<file path="src/rtl/event_read_if.sv">
// Handshake bundle between the event read controller, the event memory
// and the tower builder. The controller takes the slave view.
interface event_read_if #(
   parameter int MEMORY_ADDR_LENGTH = 20,
   parameter int DATA_WIDTH         = 32
);
   logic                          start;
   logic [MEMORY_ADDR_LENGTH-1:0] bottom_addr;
   logic [MEMORY_ADDR_LENGTH-1:0] top_addr;
   logic                          busy;
   logic                          addr_error;
   logic                          mem_rd_en;
   logic [MEMORY_ADDR_LENGTH-1:0] mem_addr;
   logic                          mem_rd_valid;
   logic [DATA_WIDTH-1:0]         mem_rd_data;
   logic                          cell_valid;
   logic [DATA_WIDTH-1:0]         cell_data;
   logic                          cell_last;
   logic                          cell_ready;
   logic                          event_done;

   modport slave (
      input  start, bottom_addr, top_addr, mem_rd_valid, mem_rd_data, cell_ready,
      output busy, addr_error, mem_rd_en, mem_addr, cell_valid, cell_data, cell_last,
             event_done
   );

   modport master (
      output start, bottom_addr, top_addr, mem_rd_valid, mem_rd_data, cell_ready,
      input  busy, addr_error, mem_rd_en, mem_addr, cell_valid, cell_data, cell_last,
             event_done
   );
endinterface

</file>
<file path="src/rtl/event_read_ctrl.sv">
// Reads one event (bottom_addr..top_addr) from event memory and streams the
// cell records, in address order, through a small return FIFO to the tower builder.
module event_read_ctrl #(
   parameter int MEMORY_ADDR_LENGTH = 20,
   parameter int DATA_WIDTH         = 32,
   parameter int FIFO_DEPTH         = 4
) (
   input  logic       clk,
   input  logic       rst_n,
   event_read_if.slave bus
);
   localparam int PTR_W = $clog2(FIFO_DEPTH);
   localparam int CNT_W = PTR_W + 1;
   localparam logic [CNT_W-1:0] DEPTH_C = CNT_W'(FIFO_DEPTH);

   localparam logic [1:0] IDLE  = 2'd0;
   localparam logic [1:0] FETCH = 2'd1;
   localparam logic [1:0] DRAIN = 2'd2;
   localparam logic [1:0] DONE  = 2'd3;

   logic [1:0]                    state_q, state_d;
   logic [MEMORY_ADDR_LENGTH-1:0] addr_q, addr_d;
   logic [MEMORY_ADDR_LENGTH-1:0] top_q, top_d;
   logic [CNT_W-1:0]              out_q, out_d;
   logic [CNT_W-1:0]              cnt_q, cnt_d;
   logic [PTR_W-1:0]              wr_ptr_q, wr_ptr_d;
   logic [PTR_W-1:0]              rd_ptr_q, rd_ptr_d;
   logic                          addr_error_q, addr_error_d;
   logic [DATA_WIDTH-1:0]         fifo_data_q [FIFO_DEPTH];
   logic [FIFO_DEPTH-1:0]         fifo_last_q;

   logic [CNT_W:0] inflight;
   logic           fifo_ne;
   logic           rd_req;
   logic           ret_acc;
   logic           push_last;
   logic           pop;

   always_comb begin
      fifo_ne  = (cnt_q != '0);
      inflight = {1'b0, out_q} + {1'b0, cnt_q};
      // Reads in flight reserve FIFO space, so the FIFO can never overflow.
      rd_req   = (state_q == FETCH) && (inflight < {1'b0, DEPTH_C});
      ret_acc  = bus.mem_rd_valid && (out_q != '0);
      // Returns arrive in order and DRAIN issues no reads: the final one is top_addr.
      push_last = ret_acc && (state_q == DRAIN) && (out_q == CNT_W'(1));
      pop      = fifo_ne && bus.cell_ready;

      out_d = out_q;
      if (rd_req && !ret_acc) begin
         out_d = out_q + 1'b1;
      end else if (!rd_req && ret_acc) begin
         out_d = out_q - 1'b1;
      end

      cnt_d = cnt_q;
      if (ret_acc && !pop) begin
         cnt_d = cnt_q + 1'b1;
      end else if (!ret_acc && pop) begin
         cnt_d = cnt_q - 1'b1;
      end

      wr_ptr_d = ret_acc ? wr_ptr_q + 1'b1 : wr_ptr_q;
      rd_ptr_d = pop     ? rd_ptr_q + 1'b1 : rd_ptr_q;
   end

   always_comb begin
      state_d      = state_q;
      addr_d       = addr_q;
      top_d        = top_q;
      addr_error_d = 1'b0;
      case (state_q)
         IDLE: begin
            if (bus.start) begin
               if (bus.bottom_addr <= bus.top_addr) begin
                  addr_d  = bus.bottom_addr;
                  top_d   = bus.top_addr;
                  state_d = FETCH;
               end else begin
                  addr_error_d = 1'b1;
               end
            end
         end
         FETCH: begin
            if (rd_req) begin
               addr_d = addr_q + 1'b1;
               // Compare before the increment so an all-ones top never wraps.
               if (addr_q == top_q) begin
                  state_d = DRAIN;
               end
            end
         end
         DRAIN: begin
            if ((out_d == '0) && (cnt_d == '0)) begin
               state_d = DONE;
            end
         end
         DONE:    state_d = IDLE;
         default: state_d = IDLE;
      endcase
   end

   always_ff @(posedge clk) begin
      if (!rst_n) begin
         state_q      <= IDLE;
         out_q        <= '0;
         cnt_q        <= '0;
         wr_ptr_q     <= '0;
         rd_ptr_q     <= '0;
         addr_error_q <= 1'b0;
      end else begin
         state_q      <= state_d;
         out_q        <= out_d;
         cnt_q        <= cnt_d;
         wr_ptr_q     <= wr_ptr_d;
         rd_ptr_q     <= rd_ptr_d;
         addr_error_q <= addr_error_d;
      end
   end

   always_ff @(posedge clk) begin
      addr_q <= addr_d;
      top_q  <= top_d;
      if (ret_acc) begin
         fifo_data_q[wr_ptr_q] <= bus.mem_rd_data;
         fifo_last_q[wr_ptr_q] <= push_last;
      end
   end

   // Outputs are forced to their idle values while reset is held.
   assign bus.busy       = rst_n && (state_q != IDLE);
   assign bus.addr_error = rst_n && addr_error_q;
   assign bus.mem_rd_en  = rst_n && rd_req;
   assign bus.mem_addr   = bus.mem_rd_en ? addr_q : '0;
   assign bus.cell_valid = rst_n && fifo_ne;
   assign bus.cell_data  = bus.cell_valid ? fifo_data_q[rd_ptr_q] : '0;
   assign bus.cell_last  = bus.cell_valid && fifo_last_q[rd_ptr_q];
   assign bus.event_done = rst_n && (state_q == DONE);
endmodule

</file>
<file path="src/flat_wrapper.sv">
// flat-port wrapper written by rule: the top's interface ports become plain ports
module event_read_ctrl_flat 
#(
   parameter int MEMORY_ADDR_LENGTH = 20,
   parameter int DATA_WIDTH         = 32,
   parameter int FIFO_DEPTH         = 4
)
  (clk, rst_n, bus_start, bus_bottom_addr, bus_top_addr, bus_mem_rd_valid, bus_mem_rd_data, bus_cell_ready, bus_busy, bus_addr_error, bus_mem_rd_en, bus_mem_addr, bus_cell_valid, bus_cell_data, bus_cell_last, bus_event_done);
  event_read_if #(.MEMORY_ADDR_LENGTH(MEMORY_ADDR_LENGTH), .DATA_WIDTH(DATA_WIDTH)) bus_i ();
  input  logic clk;
  input  logic rst_n;
  input wire logic [$bits(bus_i.start)-1:0] bus_start;
  input wire logic [$bits(bus_i.bottom_addr)-1:0] bus_bottom_addr;
  input wire logic [$bits(bus_i.top_addr)-1:0] bus_top_addr;
  input wire logic [$bits(bus_i.mem_rd_valid)-1:0] bus_mem_rd_valid;
  input wire logic [$bits(bus_i.mem_rd_data)-1:0] bus_mem_rd_data;
  input wire logic [$bits(bus_i.cell_ready)-1:0] bus_cell_ready;
  output wire logic [$bits(bus_i.busy)-1:0] bus_busy;
  output wire logic [$bits(bus_i.addr_error)-1:0] bus_addr_error;
  output wire logic [$bits(bus_i.mem_rd_en)-1:0] bus_mem_rd_en;
  output wire logic [$bits(bus_i.mem_addr)-1:0] bus_mem_addr;
  output wire logic [$bits(bus_i.cell_valid)-1:0] bus_cell_valid;
  output wire logic [$bits(bus_i.cell_data)-1:0] bus_cell_data;
  output wire logic [$bits(bus_i.cell_last)-1:0] bus_cell_last;
  output wire logic [$bits(bus_i.event_done)-1:0] bus_event_done;
  assign bus_i.start = bus_start;
  assign bus_i.bottom_addr = bus_bottom_addr;
  assign bus_i.top_addr = bus_top_addr;
  assign bus_i.mem_rd_valid = bus_mem_rd_valid;
  assign bus_i.mem_rd_data = bus_mem_rd_data;
  assign bus_i.cell_ready = bus_cell_ready;
  assign bus_busy = bus_i.busy;
  assign bus_addr_error = bus_i.addr_error;
  assign bus_mem_rd_en = bus_i.mem_rd_en;
  assign bus_mem_addr = bus_i.mem_addr;
  assign bus_cell_valid = bus_i.cell_valid;
  assign bus_cell_data = bus_i.cell_data;
  assign bus_cell_last = bus_i.cell_last;
  assign bus_event_done = bus_i.event_done;
  event_read_ctrl #(.MEMORY_ADDR_LENGTH(MEMORY_ADDR_LENGTH), .DATA_WIDTH(DATA_WIDTH), .FIFO_DEPTH(FIFO_DEPTH)) u_core (.clk(clk), .rst_n(rst_n), .bus(bus_i));
endmodule
</file>
<file path="config.mk">
export PLATFORM = sky130hd
export DESIGN_NAME = event_read_ctrl_flat
export DESIGN_NICKNAME = d
export VERILOG_FILES = /design/src/rtl/event_read_if.sv /design/src/rtl/event_read_ctrl.sv /design/src/flat_wrapper.sv
export SDC_FILE = /design/constraint.sdc
export NUM_CORES = 1
export LEC_CHECK = 0
export CORE_ASPECT_RATIO = 0.9
export CORE_UTILIZATION = 58
export DETAILED_ROUTE_END_ITERATION = 7
export PLACE_DENSITY = 0.91
export SETUP_SLACK_MARGIN = 0.02
export SLEW_MARGIN = 10
export SYNTH_ARGS = -nofsm -noshare
export SYNTH_HDL_FRONTEND = slang
export SYNTH_SLANG_ARGS = --single-unit
export TNS_END_PERCENT = 5
</file>
<file path="constraint.sdc">
create_clock -name clk -period 8.2 [get_ports clk]
set_input_delay 2.46 -clock clk [delete_from_list [all_inputs] [get_ports clk]]
set_output_delay 2.46 -clock clk [all_outputs]
set_load 0.02 [all_outputs]
</file>
==> summary.md, run 1 <==
| Metric | Value |
|---|---|
| DRC viols | `0` |
| Clk_skew | `0.0125 ns` |
| Die area | `15300 µm²` |
| Slew headroom | `0.194` |
| Via density | `5.67` |
| Vias post-DR | `5279` |
| RR Startpoint | `u_core.state_q[1]$_SDFFE_PN0P_` |
| Fmax | `141 MHz` |
| Initial drt markers | `398` |
| CORE AREA | `14300 µm²` |
| Yosys reg bits | `187` |
| Worst-skew pair later-pin latency | `0.43 ns` |
| Fin cells | `931` |
| EDFF count, synth | `172` |
| Area grow syn2layout | `25.1%` |
| TritonCTS Buffers | `17` |
| Final core utilization | `0.753` |
| Maximum root-to-sink buffer count | `2` |
| Initial antenna violation count | `0` |
| CP peak stage delay | `0.63 ns` |
| Worst path cell trace | `clkdlybuf4s50_1, buf_4, and3_1, and2_1, clkdlybuf4s50_1` |
| CTS clk-pin slew, worst paths | `0.07 ns` |
| Top FF cell, synth | `edfxtp_1` |
| Post-DRT Antenna Nets | `0` |
| Max IR drop VDD | `164 µV` |
| IO Count | `135` |
| Period Utilization, post-route | `0.867` |
| Number of max-cap violations | `0` |
| Fin Hold WS | `0.506 ns` |
| CTS Hold Buffers Added | `0` |
| CTS tree | `done` |
| Share of cells above drive strength 1 | `0.107` |
| Leakage | `3.75 nW` |
| CTS H-Tree Depth | `4` |
| Pin slew with the least headroom to its limit | `1.21 ns` |
| Worst path arrival time | `4.65 ns` |
| Total GRT Usage | `0.251` |
| Synth Area in Adders | `0.0565` |
| Final hold violations | `0` |
| Mux contribution to synthesized area | `0.0913` |
| RSZ-0062 raised after global routing | `no` |
| Die Height | `117 µm` |
| Crit Path Class | `primary input to output port` |
| Crit path launch | `rst_n` |
| Syn_area_per_cell | `14.7 µm²` |
| Ys Warns | `0` |
| Slew Viols, Final | `0` |
| Critical path required time | `5.74 ns` |
| Delay-heaviest family, CP | `buffers and inverters` |
| Gate Count Post-Synth | `586` |
| Number of global-route vias before repair | `5424` |
| Post-route minimum period | `7.11 ns` |
| Yosys top cell by area | `edfxtp_1` |
| Crit end category | `output port` |
| Slowest cell on the critical path | `and3_1` |
| FFs w/ async S/R, synth | `0` |
| RD Place Congestion | `0.871` |
| Post-synth top cells | `edfxtp_1, nor2b_1, ha_1` |
| Final WL | `18.4 mm` |
| Crit start category | `primary input` |
| Buf+Inv Stages, Crit Path | `3` |
| Pin count of the biggest net entering global routing | `43` |
| Setup bufs post-CTS | `0` |
| Crit Path Max Fanout | `21` |
| Drt pass-1 iters | `5` |
| Yosys cell types | `44` |
| Initial core utilization | `0.602` |
| Layout Nets | `840` |
| Count leader, synth | `edfxtp_1` |
| Post-cts resize count | `0` |
| Reg2Reg Setup Slack | `5.32 ns` |
| Total power | `3.21 mW` |
| Compound-Gate Fraction of Synth Area | `0.0382` |
| Cells taking the most area after synthesis | `edfxtp_1, mux4_2, ha_1` |
| Total gr overflow | `0` |
| Reg2reg end | `u_core.state_q[1]$_SDFFE_PN0P_` |
| Reg2Reg Depth | `10` |
| Post-Place Cells | `899` |
| # diodes | `0` |
| DR WL/cell | `19.7 µm` |
| I/O Buffers | `134` |
| First-pass GRT wire length | `28.1 mm` |
| Dpl hpwl | `11.9 mm` |
| Worst min path class | `register to register` |
| Setup TNS | `0 ns` |
| Power Density | `299 nW/µm²` |
| Final setup fails | `0` |
| Post-Synth Simple-Gate Area | `0.107` |
| Std-Cell Rows | `41` |
| Combinational family with the most area after synthesis | `simple AND/OR/NAND/NOR gates` |
| Cell Area, Synth | `8590 µm²` |
| Setup crit end | `bus_mem_addr[13]` |
| Register area share after synthesis | `0.636` |
| Yosys top cell area share | `0.601` |
| Clk sinks | `187` |
| Cell with the most instances on the worst path | `clkdlybuf4s50_1` |
| Xor/xnor cell area share of the yosys netlist | `0.0459` |
| Stages on the worst setup path | `5` |
| Syn nets | `701` |
| Status | `complete, no violations` |
| Die Span X | `130 µm` |
| Clock root buffer master | `clkbuf_16` |
-- kinds of logic after synthesis --
kind of cell | after synthesis
AOI/OAI and AO/OA | 53
buffers and inverters | 56
and+or+nand+nor | 169
xor gates and xnor gates | 45
DFF | 187
muxes | 37
adders and majority gates | 39
-- sequential cells by signal, indices dropped and copies added, names as in the netlist, named ones only --
signal / cells
u_core.top_q: 20
u_core.addr_q: 20
u_core.cnt_q: 3
u_core.fifo_data_q: 128
u_core.wr_ptr_q: 2
u_core.fifo_last_q: 4
u_core.state_q: 2
u_core.out_q: 3
u_core.rd_ptr_q: 2
u_core.addr_error_q: 1
-- through the flow --
step / cell area [µm²] / setup slack (ns)
final: 10700 / 1.09
after global routing: 10700 / 0.952
after CTS: 10700 / 1.07
after detailed placement: 10100 / 1.08
after global placement: 10100 / 1.16
after floorplan: 8590 / 2.24
-- worst min-delay path: stages (launching register included) --
cell	delay (ns)
dfxtp_1	0.33
nand2_1	0.06
a21boi_0	0.07
-- power by group --
group / leakage (nW) / internal, mW / total (mW) / switching, mW
logic: 1.77 / 0.490 / 1.03 / 0.538
registers: 1.69 / 1.24 / 1.35 / 0.117
clock network: 0.288 / 0.458 / 0.828 / 0.370
total: 3.75 / 2.18 / 3.21 / 1.02
-- cell usage in the layout (no fill, tap or decap), types with 3 or more instances in the layout --
cell	count
nand3_1	12
and3_2	4
nand2_1	28
edfxtp_1	172
nand2b_1	3
o21ai_0	5
inv_1	36
dfxtp_1	14
xor2_1	29
clkinv_4	4
mux2i_1	3
nand4_1	6
mux4_2	33
nor2b_1	39
and2_1	30
ha_1	38
and4_1	3
nor2_1	28
clkdlybuf4s50_1	134
clkbuf_16	17
a21oi_1	28
xnor2_1	16
and3_1	6
buf_4	6
inv_8	4
nor4_1	5
o211ai_1	4
nor3_1	3
-- worst min path at each step --
| stage | from | endpoint | slack (ns) | cells after the start |
|---|---|---|---|---|
| final | u_core.wr_ptr_q[1]$_SDFFE_PN0P_ | u_core.wr_ptr_q[1]$_SDFFE_PN0P_ | 0.51 | 2 |
| after global routing | u_core.state_q[1]$_SDFFE_PN0P_ | u_core.state_q[1]$_SDFFE_PN0P_ | 0.54 | 2 |
| after CTS | u_core.wr_ptr_q[1]$_SDFFE_PN0P_ | u_core.wr_ptr_q[1]$_SDFFE_PN0P_ | 0.51 | 2 |
| after detailed placement | u_core.wr_ptr_q[1]$_SDFFE_PN0P_ | u_core.wr_ptr_q[1]$_SDFFE_PN0P_ | 0.50 | 2 |
| after global placement | u_core.state_q[1]$_SDFFE_PN0P_ | u_core.state_q[1]$_SDFFE_PN0P_ | 0.48 | 2 |
| after floorplan | u_core.state_q[1]$_SDFFE_PN0P_ | u_core.state_q[1]$_SDFFE_PN0P_ | 0.47 | 2 |
-- cell type report --
cell class / count / area, µm²
fillers: 847 / 3520
well taps: 193 / 241
flip-flops and latches: 187 / 5470
multi-input cells: 343 / 2920
clock buffers: 18 / 429
inverters: 36 / 135
repair buffers: 140 / 1390
clock inverters: 14 / 165
-- layer usage --
metal  part of all wire  vias up  wire, µm  global-route usage
met5                  0        -         0                   0
met4              0.016        0       300              0.0814
met3              0.077       28      1410              0.0661
met2               0.51      227      9370               0.430
met1               0.40     2572      7270               0.307
li1                   -     2452         -                   -
No activity file was read; power rests on OpenSTA's default activity.
==> run 2: changes to the inputs <==
- ABC_CLOCK_PERIOD_IN_PS: unset -> 8200
- CORE_UTILIZATION: 58 -> 55
- PLACE_DENSITY: 0.91 -> 0.87
==> run 2 against run 1 <==
Clock-buffer cell count rose by 1. Global-route usage shrank 1.0 points. Sequential share of layout area barely moved. Fmax increased by 0.11%. Power is essentially flat. Combinational power barely moved. Clock skew fell by 0.0036 ns. Final cell count up 0.54%. Critical path depth is the same. Largest power group unchanged.
==> summary.md, run 2 (synthesis gave the netlist of run 1 again) <==
| Metric | Value |
|---|---|
| Status | `complete, no violations` |
| Stages on the worst setup path | `5 (unchanged)` |
| RD Place Congestion | `0.827 (-5.1%)` |
| Slew Viols, Final | `0 (unchanged)` |
| Buf+Inv Stages, Crit Path | `3 (unchanged)` |
| Fmax | `141 MHz (+0.11%)` |
| Crit Path Class | `primary input to output port` |
| Clk_skew | `0.00897 ns (-0.00357 ns)` |
| Dpl hpwl | `12.0 mm (+0.78%)` |
| Final WL | `18.1 mm (-1.2%)` |
| Reg2Reg Depth | `10 (unchanged)` |
| Clock root buffer master | `clkbuf_16` |
| Reg2Reg Setup Slack | `5.29 ns (-0.03 ns)` |
| Std-Cell Rows | `42 (+2.4%)` |
| Crit path launch | `rst_n` |
| CTS tree | `done` |
| Area grow syn2layout | `25.1% (about the same)` |
| Slowest cell on the critical path | `and3_1` |
| Max IR drop VDD | `206 µV (+25%)` |
| Number of max-cap violations | `0 (unchanged)` |
| Commonest non-fill, non-tap cell in the layout | `edfxtp_1` |
| Maximum root-to-sink buffer count | `2 (unchanged)` |
| DR WL/cell | `19.4 µm (-1.7%)` |
| I/O Buffers | `134 (unchanged)` |
| CTS clk-pin slew, worst paths | `0.07 ns (about the same)` |
| CTS H-Tree Depth | `4 (unchanged)` |
| Total power | `3.21 mW (about the same)` |
| Period Utilization, post-route | `0.866 (-0.000932)` |
| Setup bufs post-CTS | `0 (unchanged)` |
| Leakage | `3.75 nW (about the same)` |
| Final hold violations | `0 (unchanged)` |
| CTS Hold Buffers Added | `0 (unchanged)` |
| Initial core utilization | `0.573 (-0.0288)` |
| Flip-flop count of the largest register after layout | `128 (unchanged)` |
| Die area | `16100 µm² (+5.4%)` |
| TritonCTS Buffers | `17 (unchanged)` |
| Via density | `5.63 (-0.78%)` |
| Setup TNS | `0 ns (unchanged)` |
| Clk sinks | `187 (unchanged)` |
| Critical path required time | `5.74 ns (about the same)` |
| Drt pass-1 iters | `4 (-1)` |
| RSZ-0062 raised after global routing | `no` |
| Largest registers | `u_core.fifo_data_q (128), u_core.addr_q (20), u_core.top_q (20)` |
| Die Height | `121 µm (+2.6%)` |
| CORE AREA | `15000 µm² (+5.0%)` |
| Crit end category | `output port` |
| DRC viols | `0 (unchanged)` |
| Multi-input logic area | `2920 µm² (unchanged)` |
| Initial antenna violation count | `0 (unchanged)` |
| Post-DRT Antenna Nets | `0 (unchanged)` |
| Post-route minimum period | `7.10 ns (-0.00764 ns)` |
| Share of cells above drive strength 1 | `0.104 (-0.00271)` |
| Worst-skew pair later-pin latency | `0.42 ns (about the same)` |
| Worst path arrival time | `4.64 ns (about the same)` |
| Die Span X | `134 µm (+2.7%)` |
| Worst min path class | `register to register` |
| Power Density | `298 nW/µm² (about the same)` |
| Most frequent cells in the layout | `edfxtp_1, clkdlybuf4s50_1, nor2b_1` |
| Total gr overflow | `0 (unchanged)` |
| Reg2reg end | `u_core.state_q[1]$_SDFFE_PN0P_` |
| Cell with the most instances on the worst path | `clkdlybuf4s50_1` |
| IO Count | `135 (unchanged)` |
| Worst path cell trace | `clkdlybuf4s50_1, buf_4, and3_1, and2_1, clkdlybuf4s50_1` |
| Delay-heaviest family, CP | `buffers and inverters` |
| Crit Path Max Fanout | `21 (unchanged)` |
| Initial drt markers | `346 (-13%)` |
| Crit start category | `primary input` |
| RR Startpoint | `u_core.state_q[1]$_SDFFE_PN0P_` |
| Most flop-heavy register | `u_core.fifo_data_q` |
| Pin slew with the least headroom to its limit | `1.19 ns (-0.0195 ns)` |
| First-pass GRT wire length | `28.8 mm (+2.5%)` |
| Layout Nets | `840 (unchanged)` |
| CP peak stage delay | `0.63 ns (about the same)` |
| Vias post-DR | `5266 (-0.25%)` |
| Total GRT Usage | `0.241 (-0.0104)` |
| Slew headroom | `0.207 (+0.0130)` |
| Filler instances | `938 (+11%)` |
| Setup crit end | `bus_mem_addr[16]` |
| Final setup fails | `0 (unchanged)` |
| # diodes | `0 (unchanged)` |
| Sequential cell area | `5470 µm² (unchanged)` |
| Number of global-route vias before repair | `5584 (+2.9%)` |
| Post-cts resize count | `0 (unchanged)` |
| Pin count of the biggest net entering global routing | `43 (unchanged)` |
## run 2: cell types whose count changed in the layout (fill, tap and decap cells not counted), sizes merged
| cell | delta |
|---|---|
| clkinv | -4 |
| inv | +4 |
| clkinvlp | -1 |
| clkbuf | +1 |
## run 2: tightest hold or removal path: cells and delay by family, from the launching register on
family	cells	cell delay, ns
AO/OA/AOI/OAI	1	0.07
flip-flops	1	0.34
AND/OR/NAND/NOR	1	0.06
## run 2: metrics by stage
step,setup slack (ns),instance area [µm²],hold slack (ns),instances,util
5_1_grt,0.954,10700,0.532,936,0.717
2_1_floorplan,2.24,8590,0.471,586,-
3_3_place_gp,1.21,10200,0.485,904,0.678
4_1_cts,1.08,10700,0.517,936,0.717
6_report,1.10,10700,0.509,936,0.717
3_5_place_dp,1.09,10200,0.507,904,0.678
## run 2: area by class of cell
class                           count  area share
Sequential cell                   187       0.509
Multi-Input combinational cell    343       0.272
Timing Repair Buffer              140       0.129
Clock buffer                       19      0.0403
Tap cell                          198      0.0231
Clock inverter                     13      0.0143
Inverter                           36      0.0126
## run 2: worst min path at each step
stage | from | to | slack [ns] | cells past startpoint
2_1_floorplan | u_core.state_q[1]$_SDFFE_PN0P_ | u_core.state_q[1]$_SDFFE_PN0P_ | 0.47 | 2
3_3_place_gp | u_core.state_q[1]$_SDFFE_PN0P_ | u_core.state_q[1]$_SDFFE_PN0P_ | 0.48 | 2
3_5_place_dp | u_core.wr_ptr_q[1]$_SDFFE_PN0P_ | u_core.wr_ptr_q[1]$_SDFFE_PN0P_ | 0.51 | 2
4_1_cts | u_core.wr_ptr_q[1]$_SDFFE_PN0P_ | u_core.wr_ptr_q[1]$_SDFFE_PN0P_ | 0.52 | 2
5_1_grt | u_core.state_q[1]$_SDFFE_PN0P_ | u_core.state_q[1]$_SDFFE_PN0P_ | 0.53 | 2
6_report | u_core.wr_ptr_q[1]$_SDFFE_PN0P_ | u_core.wr_ptr_q[1]$_SDFFE_PN0P_ | 0.51 | 2
## run 2: power by group
group          switching (mW)  internal [mW]
Combinational           0.544          0.490
Sequential              0.119           1.24
Clock                   0.359          0.459
Total                    1.02           2.18
## run 2: layer usage
metal	global-route usage	part of all wire	vias up
met5	0	0	-
met4	0.0739	0.015	0
met3	0.0566	0.059	26
met2	0.419	0.52	198
met1	0.299	0.41	2587
li1	-	-	2455
==> run 3: changes to the inputs <==
- HOLD_SLACK_MARGIN: unset -> 0.1
==> results of run 3 <==
No change in the layout: final DEF, timing and power equal those of run 2.
